--- config.mk ---
export PLATFORM = sky130hd
export DESIGN_NAME = sequenciador_musica
export DESIGN_NICKNAME = d
export VERILOG_FILES = /design/src/rtl/sequenciador_musica.sv
export SDC_FILE = /design/constraint.sdc
export NUM_CORES = 1
export LEC_CHECK = 0
export BUFFER_PORTS_ARGS = -buffer_cell sky130_fd_sc_hd__buf_2
export CELL_PAD_IN_SITES_DETAIL_PLACEMENT = 1
export CELL_PAD_IN_SITES_GLOBAL_PLACEMENT = 2
export CORE_UTILIZATION = 37
export DETAILED_ROUTE_END_ITERATION = 8
export PLACE_DENSITY_LB_ADDON = 0.12
export SLEW_MARGIN = 20
export SYNTH_ARGS = -nofsm -noshare
export SYNTH_HDL_FRONTEND = slang
export SYNTH_SLANG_ARGS = --single-unit
export TNS_END_PERCENT = 100
--- constraint.sdc ---
create_clock -name clk -period 6.8 [get_ports clk]
set_input_delay 0.34 -clock clk [delete_from_list [all_inputs] [get_ports clk]]
set_output_delay 0.34 -clock clk [all_outputs]
set_load 0.03 [all_outputs]
--- src/rtl/sequenciador_musica.sv ---
// Song sequencer: walks a song memory word by word, playing each note
// for (tempo+1) tempo units of M clock cycles, with pause and abort.
module sequenciador_musica #(
  parameter int M = 12500000
) (
  input  logic       clk,
  input  logic       reset,
  input  logic       iniciar,
  input  logic       pausar,
  input  logic       parar,
  input  logic [3:0] musica_in,
  input  logic [3:0] nota_in,
  input  logic [3:0] tempo_in,
  input  logic       fim_musica,
  output logic [4:0] addr,
  output logic [3:0] musica,
  output logic [3:0] nota_out,
  output logic       soando,
  output logic       pronto,
  output logic       fim
);

  localparam int CW = $clog2(M);
  localparam logic [CW-1:0] CMAX = CW'(M - 1);

  typedef enum logic [2:0] {
    OCIOSO, BUSCA, CARREGA, TOCA, PAUSA, FIM
  } estado_t;

  estado_t       estado, prox;
  logic [4:0]    unid;
  logic [3:0]    dur;
  logic [CW-1:0] ciclo;
  logic          conta;
  logic          acabou;
  logic          tocando;

  assign tocando = (estado == TOCA) || (estado == PAUSA);
  // A cycle counts when pausar is low, including the PAUSA exit cycle,
  // so a pause adds exactly as many cycles as pausar was high.
  assign conta  = tocando && !pausar && !parar;
  assign acabou = conta && (ciclo == CMAX) && (unid == {1'b0, dur});

  always_comb begin
    prox = estado;
    unique case (estado)
      OCIOSO:  if (iniciar && !parar) prox = BUSCA;
      BUSCA:   prox = parar ? FIM : CARREGA;
      CARREGA: prox = (parar || fim_musica) ? FIM : TOCA;
      TOCA, PAUSA: begin
        if (parar)       prox = FIM;
        else if (pausar) prox = PAUSA;
        else if (acabou) prox = (addr == 5'd31) ? FIM : BUSCA;
        else             prox = TOCA;
      end
      FIM:     prox = OCIOSO;
      default: prox = OCIOSO;
    endcase
  end

  always_ff @(posedge clk) begin
    if (reset) begin
      estado   <= OCIOSO;
      addr     <= '0;
      musica   <= '0;
      nota_out <= '0;
      dur      <= '0;
      unid     <= '0;
      ciclo    <= '0;
    end else begin
      estado <= prox;
      if (estado == OCIOSO && prox == BUSCA) begin
        addr   <= '0;
        musica <= musica_in;
      end
      if (estado == CARREGA && prox == TOCA) begin
        nota_out <= nota_in;
        dur      <= tempo_in;
        unid     <= '0;
        ciclo    <= '0;
      end
      if (conta) begin
        if (ciclo == CMAX) begin
          ciclo <= '0;
          if (!acabou) unid <= unid + 5'd1;
        end else begin
          ciclo <= ciclo + 1'b1;
        end
      end
      if (tocando && prox == BUSCA) addr <= addr + 5'd1;
      if (estado != OCIOSO && prox == OCIOSO) nota_out <= '0;
    end
  end

  assign soando = (estado == TOCA) && (nota_out != 4'd0);
  assign pronto = (estado == OCIOSO);
  assign fim    = (estado == FIM);

endmodule

== Word level (Yosys, flattened, before mapping) ==
Cells that the tools add are included.
Cells by class
  equal/unequal tests: 10
  reduce and logical (&&, ||, !) cells: 22
  add/subtract/negate cells: 3
  muxes and demuxes: 17
Operators with widths (count)
  24-bit 2-to-1 mux: 3
  5-bit 2-to-1 mux: 6
  24-bit by 1-bit adder with 24-bit output (second input constant): 1
  24-bit == test (second input constant): 1
  3-bit 2-to-1 mux: 7
  3-bit one-hot mux with 4 select lines: 1
  5-bit by 1-bit adder with 5-bit output (second input constant): 2
  1-bit logical AND: 10
  3-bit by 2-bit == test with 1-bit output (second input constant): 3
  3-bit by 1-bit == test with 1-bit output (second input constant): 2
  3-bit == test (second input constant): 2
  3-bit zero test: 2
  5-bit by 4-bit == test with 1-bit output: 1
  5-bit == test (second input constant): 1
  2-bit nonzero test: 2
  4-bit nonzero test: 1
  2-bit OR reduction: 2
  3-bit nonzero test: 1
  1-bit zero test: 2
  1-bit logical OR: 2
Word-level totals
  register bits: 49
  input port bits: 18
  logic and storage cells: 59
  output and inout port bits: 16

== Depth between registers and ports, before layout ==
Gate-level depths: netlist (run 1).
  depth in word-level cells: 16
  gate-level depth with buffers: 8
  depth with buffers taken out: 7

== Least setup slack after synthesis (run 1) ==
OpenSTA, ideal clock, no wires.
  path kind: reg2reg
  start point: register addr[0]
  end point: register addr[2]
  required time: 6.663 ns
  library setup time: 0.137 ns
  path slack: 4.521 ns
  clock period less this slack: 2.279 ns
  arrival: 2.141 ns
  stages on the path, launching flop included: 8
  path buffers: 0
  cells stage by stage: dfxtp_1 ha_1 and3_1 ha_1 a2111oi_4 or4b_1 a311oi_1 o41ai_2
Between the ends
  cells in the longest elaborated chain, start to end: 9
  elaborated cells between the ends (all ways): 12
  those cells by class: add/sub (1); eq/ne (2); mux (6); reduce/logical (3)
RTL lines
  start: declaration: RTL line 15  | output logic [4:0] addr,
  start signal: assignment: RTL line 90  | if (tocando && prox == BUSCA) addr <= addr + 5'd1;
  5-bit == test: RTL line 53  | else if (acabou) prox = (addr == 5'd31) ? FIM : BUSCA;
  3-bit 2-to-1 mux (2 in a row): RTL line 53
  3-bit 2-to-1 mux: RTL line 52  | else if (pausar) prox = PAUSA;
  3-bit 2-to-1 mux: RTL line 51  | if (parar) prox = FIM;
  3-bit one-hot mux with 4 select lines: RTL line 46  | unique case (estado)
  3-bit by 1-bit == test with 1-bit output: RTL line 72, 90
  1-bit logical AND, on equally long branches: RTL line 90, 72
  5-bit 2-to-1 mux or 2-bit nonzero test (tied branches)
Parallel ways exist; a longest one is shown, timed or not.
A chain may end at the register's enable or synchronous reset.

== Worst setup path in the final report (run 1) ==
  start point: register estado[2]
  end point: register addr[2]
Between the ends
  cells in the longest elaborated chain, start to end: 13
  elaborated cells between the ends (all ways): 21
  those cells by class: eq/ne (5); mux (6); reduce/logical (10)
RTL lines
  start: declaration: RTL line 30  | estado_t estado, prox;
  start signal: assignment: RTL line 71  | estado <= prox;
  3-bit by 2-bit == test with 1-bit output or 3-bit == test (tied branches): RTL line 38, 46
  1-bit logical OR: RTL line 38  | assign tocando = (estado == TOCA) || (estado == PAUSA);
  1-bit logical AND (2 in a row): RTL line 41  | assign conta = tocando && !pausar && !parar;
  1-bit logical AND (2 in a row): RTL line 42  | assign acabou = conta && (ciclo == CMAX) && (unid == {1'b0, dur});
  3-bit 2-to-1 mux: RTL line 53
  3-bit 2-to-1 mux: RTL line 52
  3-bit 2-to-1 mux: RTL line 51
  3-bit one-hot mux with 4 select lines: RTL line 46
  3-bit by 1-bit == test with 1-bit output: RTL line 72, 90
  1-bit logical AND, on equally long branches: RTL line 90, 72
  5-bit 2-to-1 mux or 2-bit nonzero test (tied branches)
Parallel ways exist; a longest one is shown, timed or not.

==> results of run 1 <==
flip-flops by register name, indices dropped and copies added (netlist names):
signal	flops
addr	5
nota_out	4
unid	5
musica	4
dur	4
estado	3
ciclo	24
cell type report:
| class | instances | area, µm² |
|---|---|---|
| well taps | 96 | 120 |
| inverters | 10 | 37.5 |
| multi-input cells | 257 | 1610 |
| fillers | 868 | 3880 |
| flip-flops and latches | 49 | 981 |
| repair buffers | 36 | 188 |
| clock inverters | 1 | 7.51 |
| clock buffers | 6 | 82.6 |
how the worst min path moves through the flow:
stage | slack (ps) | to | depth (start not counted)
after floorplan | 450 | ciclo[23] | 2
after global placement | 460 | addr[4] | 2
after detailed placement | 460 | nota_out[2] | 2
after CTS | 250 | nota_out[3] | 3
after global routing | 260 | dur[2] | 3
final | 260 | nota_out[3] | 3
metrics by stage:
stage / power, mW / hold WS [ps] / setup slack, ps / instances / util
floorplan: 0.349 / 445 / 4520 / 333 / -
CTS: 0.549 / 252 / 4280 / 455 / 0.437
global placement: 0.367 / 459 / 4330 / 448 / 0.424
finish: 0.544 / 258 / 4240 / 455 / 0.438
detailed placement: 0.367 / 463 / 4290 / 448 / 0.424
global route: 0.568 / 258 / 4020 / 455 / 0.438
worst max-delay path: stages (launching register included):
cell and delay [ps]:
dfxtp_1 620, or3b_4 470, a2111oi_4 380, or4b_1 530, a311oi_1 330, o41ai_2 110
cell usage in the layout, fill, tap and decap left out, drive strengths merged, types with 3 or more instances in the layout:
cell type,Yosys,final
o21ai,13,13
buf,4,36
xor2,6,6
and3,8,8
ha,4,4
nor3,11,11
and4,5,5
nand4,13,13
nor2,24,24
or3,12,12
a211oi,4,4
mux2i,9,9
a31oi,6,6
a311oi,3,3
nand2b,3,3
clkbuf,13,6
nand2,38,38
xnor2,5,5
dfxtp,49,49
nand3,17,17
inv,10,10
o211ai,6,6
o2111ai,5,5
a21oi,27,27
nor4,5,5
layer usage:
layer  up-vias  track usage  routed length (µm)
li1       1290            -                   -
met3         6       0.0313                 209
met4         0       0.0537                  74
met5         -            0                   0
met1      1311        0.301                3790
met2        43        0.341                3470
cells by family (layout without fill, tap and decap cells):
kind of cell / count (synthesis) / after routing / share of synthesized area
simple gates: 151 / 151 / 0.297
flops: 49 / 49 / 0.365
fa+ha+maj: 4 / 4 / 0.0186
buf+inv: 27 / 53 / 0.0414
xor+xnor: 11 / 11 / 0.0358
mux: 9 / 9 / 0.0335
compound gates: 82 / 82 / 0.209
where the power goes:
part           switching [mW]  internal [mW]
sequential            0.00960          0.291
clock                   0.102         0.0807
combinational          0.0376         0.0226
==> impl_metrics.csv, run 1 <==
group,metric,value,unit
status,status,"finished clean",
route,route.antenna.remaining_nets,0,
route,post_drt_via_cell_ratio,5.82,
synthesis,synthesis.area,2690,µm²
critical_path,cp_data_required_time,6990,ps
power_and_ir_drop,power.density_cell_area,180,nW/µm²
critical_path,setup.reg_to_reg.worst_slack,4240,ps
global_routing,grt_antenna_before_repair,0,
clocking,cts_htree_levels,2,
sta,hold_violations,0,
critical_path,worstRegToRegCells,5,
final_layout,finalNetCount,381,
synthesis,yosys.area.top_type,"dfxtp_1",
synthesis,ys.flop_type,"dfxtp_1",
sta,grt_setup_unrepaired,"no",
floorplanning,die_w,87.2,µm
floorplanning,die-area,7610,µm²
route,drt_drc_violations_left,0,
floorplanning,i_o_pins,34,
sta,maxSlewViolCount,0,
sta,timing_worst_slew_pin_value,1100,ps
critical_path,critPathArrivalTime,2740,ps
critical_path,worst_setup_path_start_kind,"register",
synthesis,synth_commonest_cells,"49 x dfxtp_1, 38 x nand2_1, 27 x a21oi_1",
synthesis,synth_top_cell_area_share,0.365,
worst_hold_path,hold_path.startpoint,"nota_in[3]",
route,drtPass1Iterations,4,
floorplanning,floorplan.core_area,6910,µm²
global_routing,grt_max_degree,34,
clocking,cts_root_buffer,"clkbuf_8",
synthesis,count_of_flip_flops_with_a_built_in_enable_after_synthesis,0,
clocking,hold_buffers,0,
power_and_ir_drop,highest_ir_drop_seen_on_vdd,0.0929,mV
power_and_ir_drop,static-leakage-power,1.07,nW
sta,setup_viol_count_final,0,
clocking,postCtsResizedCells,0,
synthesis,ys_top_cells_by_area,"dfxtp_1 36%, nand2_1 5.3%, a21oi_1 5.0%",
clocking,clkSlewWorstSetupHoldPaths,100,ps
synthesis,yosysMostFrequentCell,"dfxtp_1",
synthesis,synth-seq-area-share,0.365,
final_layout,final_area,3020,µm²
critical_path,critPathLaunch,"estado[2]",
synthesis,yosys.cell_types.count,54,
floorplanning,initial_utilization,0.389,
clocking,numClockSinks,49,
critical_path,end_of_the_critical_path,"addr[2]",
route,drt-initial-drc-count,106,
placement,globalplace.congestion,0.775,
run,max_cap_violations,0,
sta,final_min_period_over_clock_period,0.376,
synthesis,synthCells,333,
global_routing,grt.overflow.total,0,
worst_hold_path,timing.hold.worst.class,"input pin to register",
synthesis,yosysWarnings,0,
synthesis,synthesis.area_per_instance,8.07,µm²
synthesis,ys_ff_latch,49,
final_layout,layout-drive-gt1-share,0.139,
sta,timing.max_slew.rel_slack,0.260,
global_routing,grt_first_pass_wirelength,12600,µm
critical_path,rr_startpoint,"estado[2]",
sta,fin_skew,11.9,ps
route,wl_per_cell,16.6,µm
clocking,cts_buffer_depth,2,
clocking,clkLatencyLatePin,310,ps
clocking,post_cts_buffers,0,
final_layout,antenna_cells,0,
route,drt_wl_total,7540,µm
floorplanning,die_h,87.2,µm
critical_path,critical_path_peak_fanout,16,
clocking,cts_made_buffers,5,
sta,maxClockFrequency,391,MHz
placement,postPlaceCellArea,2930,µm²
placement,detailedPlacementHpwl,5470,µm
critical_path,critPathKind,"register to register",
clocking,clock_tree_from_tritoncts,"yes",
critical_path,r2r_end,"addr[2]",
sta,layout_min_cycle_time,2560,ps
global_routing,grt_util_all_layers,0.213,
final_layout,area_growth,12.5,%
placement,buffer_ports.inserted,33,
synthesis,postSynthNetCount,355,
synthesis,ys_async_sr_fraction,0,
route,routed-via-count,2650,
global_routing,number_of_global_route_vias_before_repair,2486,
sta,setup_total_negative_slack,0,ps
floorplanning,num_rows,30,
critical_path,setup.worst_path.end_class,"register",
No activity file was read; power rests on OpenSTA's default activity.
==> inputs of run 2 (changes only) <==
- ABC_AREA: unset -> 1
- CORE_UTILIZATION: 37 -> 30
- clock period: 6.8 -> 2.06 ns (I/O delays scaled with it)
==> run 2 against run 1 <==
First-iteration DRC count is 57% lower. Register-to-register slack worse by 4100 ps. Worst hold slack worse by 250 ps. Setup slack worse by 4100 ps. Die area is 34% higher. Clock power grew to 4.1 times the previous value. Routed wire length is 6.8% higher. Clock skew hardly changed. Critical path type unchanged. Power grew to 3.7 times the previous value.
==> impl_metrics.csv, run 2 <==
group,metric,value,unit
critical_path,cp_data_required_time,2310,ps
critical_path,crit_chain,"ha_4 -> nand3_4 -> inv_2 -> nand2_4 -> nor2_4 -> nand3_4 -> nor2_4 -> nand2_2 -> nor3_4 -> nand2_1 -> nor2_1 -> o21ai_1 -> nor2_1",
synthesis,yosys.cell_types.count,45,
synthesis,synth_top_cell_area_share,0.334,
sta,hold_violations,0,
global_routing,grt_max_degree,15,
final_layout,finalNetCount,462,
clocking,clkLatencyLatePin,310,ps
final_layout,top_register,"ciclo",
power_and_ir_drop,logic_gate_share_of_total_power,0.135,
synthesis,yosys-mux-area-fraction,0,
synthesis,largest_family_of_logic_cells_by_synthesized_area,"simple AND/OR/NAND/NOR gates",
final_layout,antenna_cells,0,
floorplanning,initial_utilization,0.314,
sta,maxSlewViolCount,0,
floorplanning,i_o_pins,34,
final_layout,filler_cell_count,1219,
power_and_ir_drop,sw_frac_of_total,0.277,
sta,postLayoutSetupSlackWorst,168,ps
global_routing,number_of_global_route_vias_before_repair,2784,
sta,final_min_period_over_clock_period,0.918,
global_routing,grt_first_pass_wirelength,13800,µm
worst_hold_path,hold_path.startpoint,"nota_in[2]",
route,drt_wl_total,8060,µm
global_routing,grtUsageMet2,0.306,
power_and_ir_drop,power.net_switching,0.554,mW
synthesis,synth_compound_gate_area_share,0.152,
final_layout,multi_input_comb_area,1700,µm²
global_routing,grt_antenna_before_repair,0,
clocking,cts_made_buffers,5,
placement,detailedPlacementHpwl,6250,µm
clocking,clock_tree_from_tritoncts,"yes",
critical_path,worst_setup_path_start_kind,"register",
sta,maxClockFrequency,529,MHz
placement,post-place-cells,560,
floorplanning,die-area,10200,µm²
route,routed-via-count,2696,
final_layout,largest_register_ffs,24,
route,route.antenna.remaining_nets,0,
route,drt_drc_violations_left,0,
global_routing,busiest_grt_layer,"met2",
floorplanning,floorplan.core_area,9370,µm²
critical_path,critPathArrivalTime,2140,ps
synthesis,synth_commonest_cells,"67 x nand2_1, 51 x nor2_1, 49 x dfxtp_1",
route,wl_per_cell,14.1,µm
synthesis,synthCells,400,
final_layout,regArea,983,µm²
sta,timing.max_slew.rel_slack,0.676,
floorplanning,die_h,101,µm
synthesis,ys_async_sr_fraction,0,
clocking,numClockSinks,49,
worst_hold_path,timing.hold.worst.class,"input pin to register",
global_routing,gr-usage-met1,0.221,
critical_path,critical_path.max_stage_delay,390,ps
sta,timing_worst_slew_pin_value,484,ps
floorplanning,num_rows,35,
critical_path,critPathLaunch,"ciclo[0]",
synthesis,yosysWarnings,0,
final_layout,final_cell_count_no_fill,570,
placement,globalplace.congestion,0.782,
final_layout,area_growth,15.9,%
global_routing,globalRouteMet3Util,0.0229,
synthesis,synthesis.area_per_instance,7.35,µm²
synthesis,ys.flop_type,"dfxtp_1",
clocking,hold_buffers,0,
power_and_ir_drop,sequentialPowerShare,0.492,
final_layout,layout_commonest_cell,"nand2_1",
power_and_ir_drop,power.total,2.00,mW
synthesis,count_of_flip_flops_with_a_built_in_enable_after_synthesis,0,
global_routing,grt_util_all_layers,0.173,
placement,place_worst_setup_slack,156,ps
route,post_drt_via_cell_ratio,4.73,
floorplanning,die_w,101,µm
clocking,cts_htree_levels,2,
sta,fin_skew,12.2,ps
synthesis,synthAdderAreaFrac,0.0170,
power_and_ir_drop,power.density_cell_area,586,nW/µm²
synthesis,yosys.area_share.xor_xnor,0.0238,
synthesis,ys_ff_latch,49,
power_and_ir_drop,static-leakage-power,1.44,nW
clocking,cts_root_buffer,"clkbuf_8",
final_layout,most-common-layout-cells,"67 x nand2_1, 51 x nor2_1, 47 x dfxtp_1, 43 x inv_1, 34 x a21oi_1",
synthesis,yosys.area.top_type,"dfxtp_1",
critical_path,critical_path_peak_fanout,4,
global_routing,grt.overflow.total,0,
final_layout,largest_registers_ranked_by_flip_flop_count,"ciclo (24), addr (5), unid (5)",
final_layout,layout-drive-gt1-share,0.243,
sta,setup_viol_count_final,0,
route,drt-initial-drc-count,46,
synthesis,yosysMostFrequentCell,"nand2_1",
power_and_ir_drop,intPower,1.44,mW
critical_path,timing.critical_path.slowest_stage_cell,"dfxtp_2",
synthesis,postSynthNetCount,422,
final_layout,final_core_util,0.364,
route,drtPass1Iterations,4,
synthesis,synth-seq-area-share,0.334,
critical_path,rr_startpoint,"ciclo[0]",
synthesis,simple_logic_cell_fraction_of_the_synthesized_area,0.379,
run,max_cap_violations,0,
power_and_ir_drop,power.share.clock,0.373,
placement,buffer_ports.inserted,33,
critical_path,setup.worst_path.end_class,"register",
synthesis,synthesis.area,2940,µm²
sta,layout_min_cycle_time,1890,ps
status,status,"finished clean",
synthesis,ys_top_cells_by_area,"dfxtp_1 33%, nand2_1 8.6%, nor2_1 6.5%",
clocking,clkSlewWorstSetupHoldPaths,100,ps
power_and_ir_drop,highest_ir_drop_seen_on_vdd,0.235,mV
clocking,cts_buffer_depth,2,
critical_path,critPathKind,"register to register",
-- run 2: changes by cell type in the layout (fill, tap and decap cells not counted), moves of 9 or more --
| cell | change |
|---|---|
| or3_1 | -12 |
| mux2i_1 | -9 |
| inv_1 | +33 |
| nand2_1 | +29 |
| o21ai_0 | +13 |
| nor2_1 | +27 |
-- run 2: worst paths after layout --
path                                    end  depth (start not counted)  slack (ps)
worst min-delay path            nota_out[2]                          3           7
worst max register to register    ciclo[18]                         13         170
worst min register to register       dur[0]                          2         490
worst max-delay path              ciclo[18]                         13         170
-- run 2: final cells by class --
class,instances,share of cell area
multi-input combinational,289,0.499
sequential,49,0.289
timing repair buffer,42,0.0683
inverter,53,0.0621
tap,129,0.0474
clock buffer,7,0.0253
clock inverter,1,0.00881
-- run 2: stage by stage --
| step | hold slack [ps] | setup TNS, ps | cell area [µm²] |
|---|---|---|---|
| floorplan | 238 | 0 | 2940 |
| global placement | 325 | 0 | 3250 |
| detailed placement | 332 | 0 | 3250 |
| CTS | 2.28 | 0 | 3370 |
| global route | 15.1 | -6.63 | 3410 |
| finish | 7.33 | 0 | 3410 |
-- run 2: what timing repair did --
action,CTS,global route
setup endpoints to repair,0,7
buffers inserted,0,2
resized for setup,0,5
-- run 2: kinds of logic (layout without fill, tap and decap cells) --
kind of cell    count (synthesis)  after routing
xor+xnor                        8              8
compound gates                 76             76
flops                          49             49
simple gates                  201            201
fa+ha+maj                       4              4
buf+inv                        62            103
-- run 2: power by group through the flow --
stage / clock network (mW) / registers [mW] / logic [mW]
floorplan: 0 / 1.02 / 0.170
global placement: 0 / 1.00 / 0.271
detailed placement: 0 / 1.01 / 0.272
CTS: 0.774 / 0.983 / 0.274
global route: 0.797 / 0.986 / 0.299
finish: 0.744 / 0.983 / 0.269
-- run 2: critical path: cells and delay by family (launching register included) --
| kind | cells | cell delay [ps] |
|---|---|---|
| flops | 1 | 390 |
| simple gates | 10 | 1100 |
| compound gates | 1 | 70 |
| buf+inv | 1 | 110 |
| fa+ha+maj | 1 | 170 |
-- run 2: per-layer routing --
layer	up-vias	wire, µm
met5	-	0
met4	0	97
met3	10	154
met2	33	3980
met1	1264	3830
li1	1389	-
==> inputs of run 3 (changes only) <==
- ABC_AREA: 1 -> unset
- CORE_UTILIZATION: 30 -> 31
- clock period: 2.06 -> 1.5 ns (I/O delays scaled with it)
==> run 3 against run 2 <==
The flow now finishes with violations (hold timing, setup timing). Sequential power rose by 36%. Critical path type unchanged. Largest power group unchanged. Critical path depth fell by 8. Largest cell class unchanged. Non-clock buffer count rose by 125. First-iteration DRC count rose to 3.5 times the previous value. Clock skew fell by 5.2 ps.
==> impl_metrics.csv, run 3 (synthesis gave the netlist of run 1 again) <==
group,metric,value,unit
status,status,"finished, violations left",
status,failed_checks,"hold timing, setup timing",
floorplanning,initial_utilization,0.324,
sta,setup_total_negative_slack,-18580,ps
final_layout,largest_register_ffs,24,
placement,buffer_ports.inserted,33,
clocking,numClockSinks,49,
sta,final_layout_worst_hold_slack,-6.73,ps
route,routed-via-count,3242,
final_layout,finalNetCount,513,
sta,timing_worst_slew_pin_value,523,ps
critical_path,critical_path_peak_fanout,3,
placement,globalplace.congestion,0.782,
power_and_ir_drop,sw_frac_of_total,0.289,
critical_path,critPathArrivalTime,2430,ps
sta,maxClockFrequency,451,MHz
final_layout,largest_registers_ranked_by_flip_flop_count,"ciclo (24), addr (5), unid (5)",
clocking,cts_buffer_depth,2,
placement,post-place-cells,552,
global_routing,grt_first_pass_wirelength,16500,µm
global_routing,grt_antenna_before_repair,0,
global_routing,grt.overflow.total,0,
floorplanning,die_h,95.1,µm
sta,layout_min_cycle_time,2220,ps
clocking,cts_made_buffers,5,
clocking,clock_tree_from_tritoncts,"yes",
global_routing,grt_util_all_layers,0.238,
route,drt-initial-drc-count,160,
final_layout,most-common-layout-cells,"98 x buf_4, 42 x dfxtp_1, 34 x nand2_1, 31 x buf_6, 30 x buf_2",
floorplanning,num_rows,33,
power_and_ir_drop,intPower,1.99,mW
final_layout,antenna_cells,0,
sta,setup_viol_count_final,47,
sta,grt_setup_unrepaired,"yes",
critical_path,critPathKind,"register to register",
power_and_ir_drop,power.total,2.80,mW
floorplanning,floorplan.core_area,8300,µm²
power_and_ir_drop,static-leakage-power,1.85,nW
sta,fin_skew,7.05,ps
power_and_ir_drop,power.density_cell_area,599,nW/µm²
final_layout,top_register,"ciclo",
critical_path,rr_startpoint,"estado[0]",
placement,detailedPlacementHpwl,6870,µm
power_and_ir_drop,power.share.clock,0.304,
critical_path,setup.worst_path.end_class,"register",
run,max_cap_violations,0,
global_routing,grt_max_degree,15,
worst_hold_path,timing.hold.worst.class,"input pin to register",
sta,maxSlewViolCount,0,
floorplanning,die-area,9050,µm²
clocking,clkLatencyLatePin,310,ps
clocking,cts_htree_levels,2,
sta,hold_violations,3,
clocking,clkSlewWorstSetupHoldPaths,100,ps
floorplanning,i_o_pins,34,
power_and_ir_drop,sequentialPowerShare,0.478,
sta,timing.max_slew.rel_slack,0.651,
critical_path,critPathLaunch,"estado[0]",
sta,postLayoutSetupSlackWorst,-715,ps
sta,final_min_period_over_clock_period,1.48,
final_layout,area_growth,74.1,%
final_layout,final_cell_count_no_fill,596,
power_and_ir_drop,highest_ir_drop_seen_on_vdd,0.420,mV
critical_path,cp_data_required_time,1710,ps
route,drtPass1Iterations,4,
route,wl_per_cell,19.1,µm
final_layout,layout-drive-gt1-share,0.499,
route,post_drt_via_cell_ratio,5.44,
worst_hold_path,hold_path.startpoint,"nota_in[0]",
global_routing,number_of_global_route_vias_before_repair,3243,
power_and_ir_drop,logic_gate_share_of_total_power,0.218,
final_layout,final_core_util,0.564,
critical_path,setup.reg_to_reg.worst_slack,-720,ps
route,drt_wl_total,11400,µm
floorplanning,die_w,95.1,µm
power_and_ir_drop,power.net_switching,0.808,mW
final_layout,layout_commonest_cell,"buf_4",
clocking,cts_root_buffer,"clkbuf_8",
critical_path,worst_setup_path_start_kind,"register",
route,drt_drc_violations_left,0,
route,route.antenna.remaining_nets,0,
## run 3: cell count changes in the layout (fill, tap and decap cells not counted), sizes merged, moves of 6 or more
| cell | previous run | this run |
|---|---|---|
| a21oi | 38 | 27 |
| a31oi | 0 | 6 |
| and3 | 1 | 8 |
| buf | 42 | 164 |
| inv | 52 | 10 |
| mux2i | 0 | 9 |
| nand2 | 78 | 38 |
| nand3 | 26 | 17 |
| nor2 | 68 | 25 |
| o21ai | 27 | 13 |
| or3 | 0 | 12 |
## run 3: stage by stage
step,setup WS (ps),instance area (µm²)
after CTS,-664,4380
after global routing,-768,4680
after floorplan,-640,2790
final,-715,4680
after global placement,-645,3750
after detailed placement,-753,3750
## run 3: layout make-up
type / instances / area [µm²]
Fill cell: 964 / 3620
Clock buffer: 7 / 86.3
Inverter: 10 / 37.5
Tap cell: 105 / 131
Multi-Input combinational cell: 258 / 2080
Sequential cell: 49 / 997
Timing Repair Buffer: 167 / 1350
## run 3: repair_timing
action / 4_1_cts / 5_1_grt
pin swaps: 30 / 32
hold buffers: 3 / 0
gates cloned: 1 / 0
gates resized for setup: 79 / 51
hold endpoints to repair: 3 / 0
endpoints found under the setup margin: 45 / 51
setup buffers: 24 / 15
## run 3: worst max-delay path: stages (launching register included)
cell	delay, ps
dfxtp_4	360
or3b_4	420
a2111oi_4	310
or4b_4	540
or2_4	270
o41ai_2	210
## run 3: path summary, 6_finish.rpt
kind | to | cells after the start
hold / removal | nota_out[0] | 3
setup reg to reg | addr[2] | 5
setup / recovery | addr[2] | 5
hold reg to reg | dur[3] | 2
## run 3: metal layers
layer / GRT usage / part of all wire / vias to the layer above
met5: 0 / 0 / -
met1: 0.313 / 0.46 / 1627
met3: 0.0335 / 0.027 / 13
li1: - / - / 1556
met4: 0.0619 / 0.019 / 0
met2: 0.407 / 0.50 / 46
## run 3: power by group through the flow
stage               Combinational, mW  Clock [mW]  Sequential, mW
CTS                             0.564       0.854            1.33
global route                    0.650       0.910            1.34
finish                          0.611       0.851            1.34
floorplan                       0.212           0            1.38
global placement                0.403           0            1.37
detailed placement              0.408           0            1.37
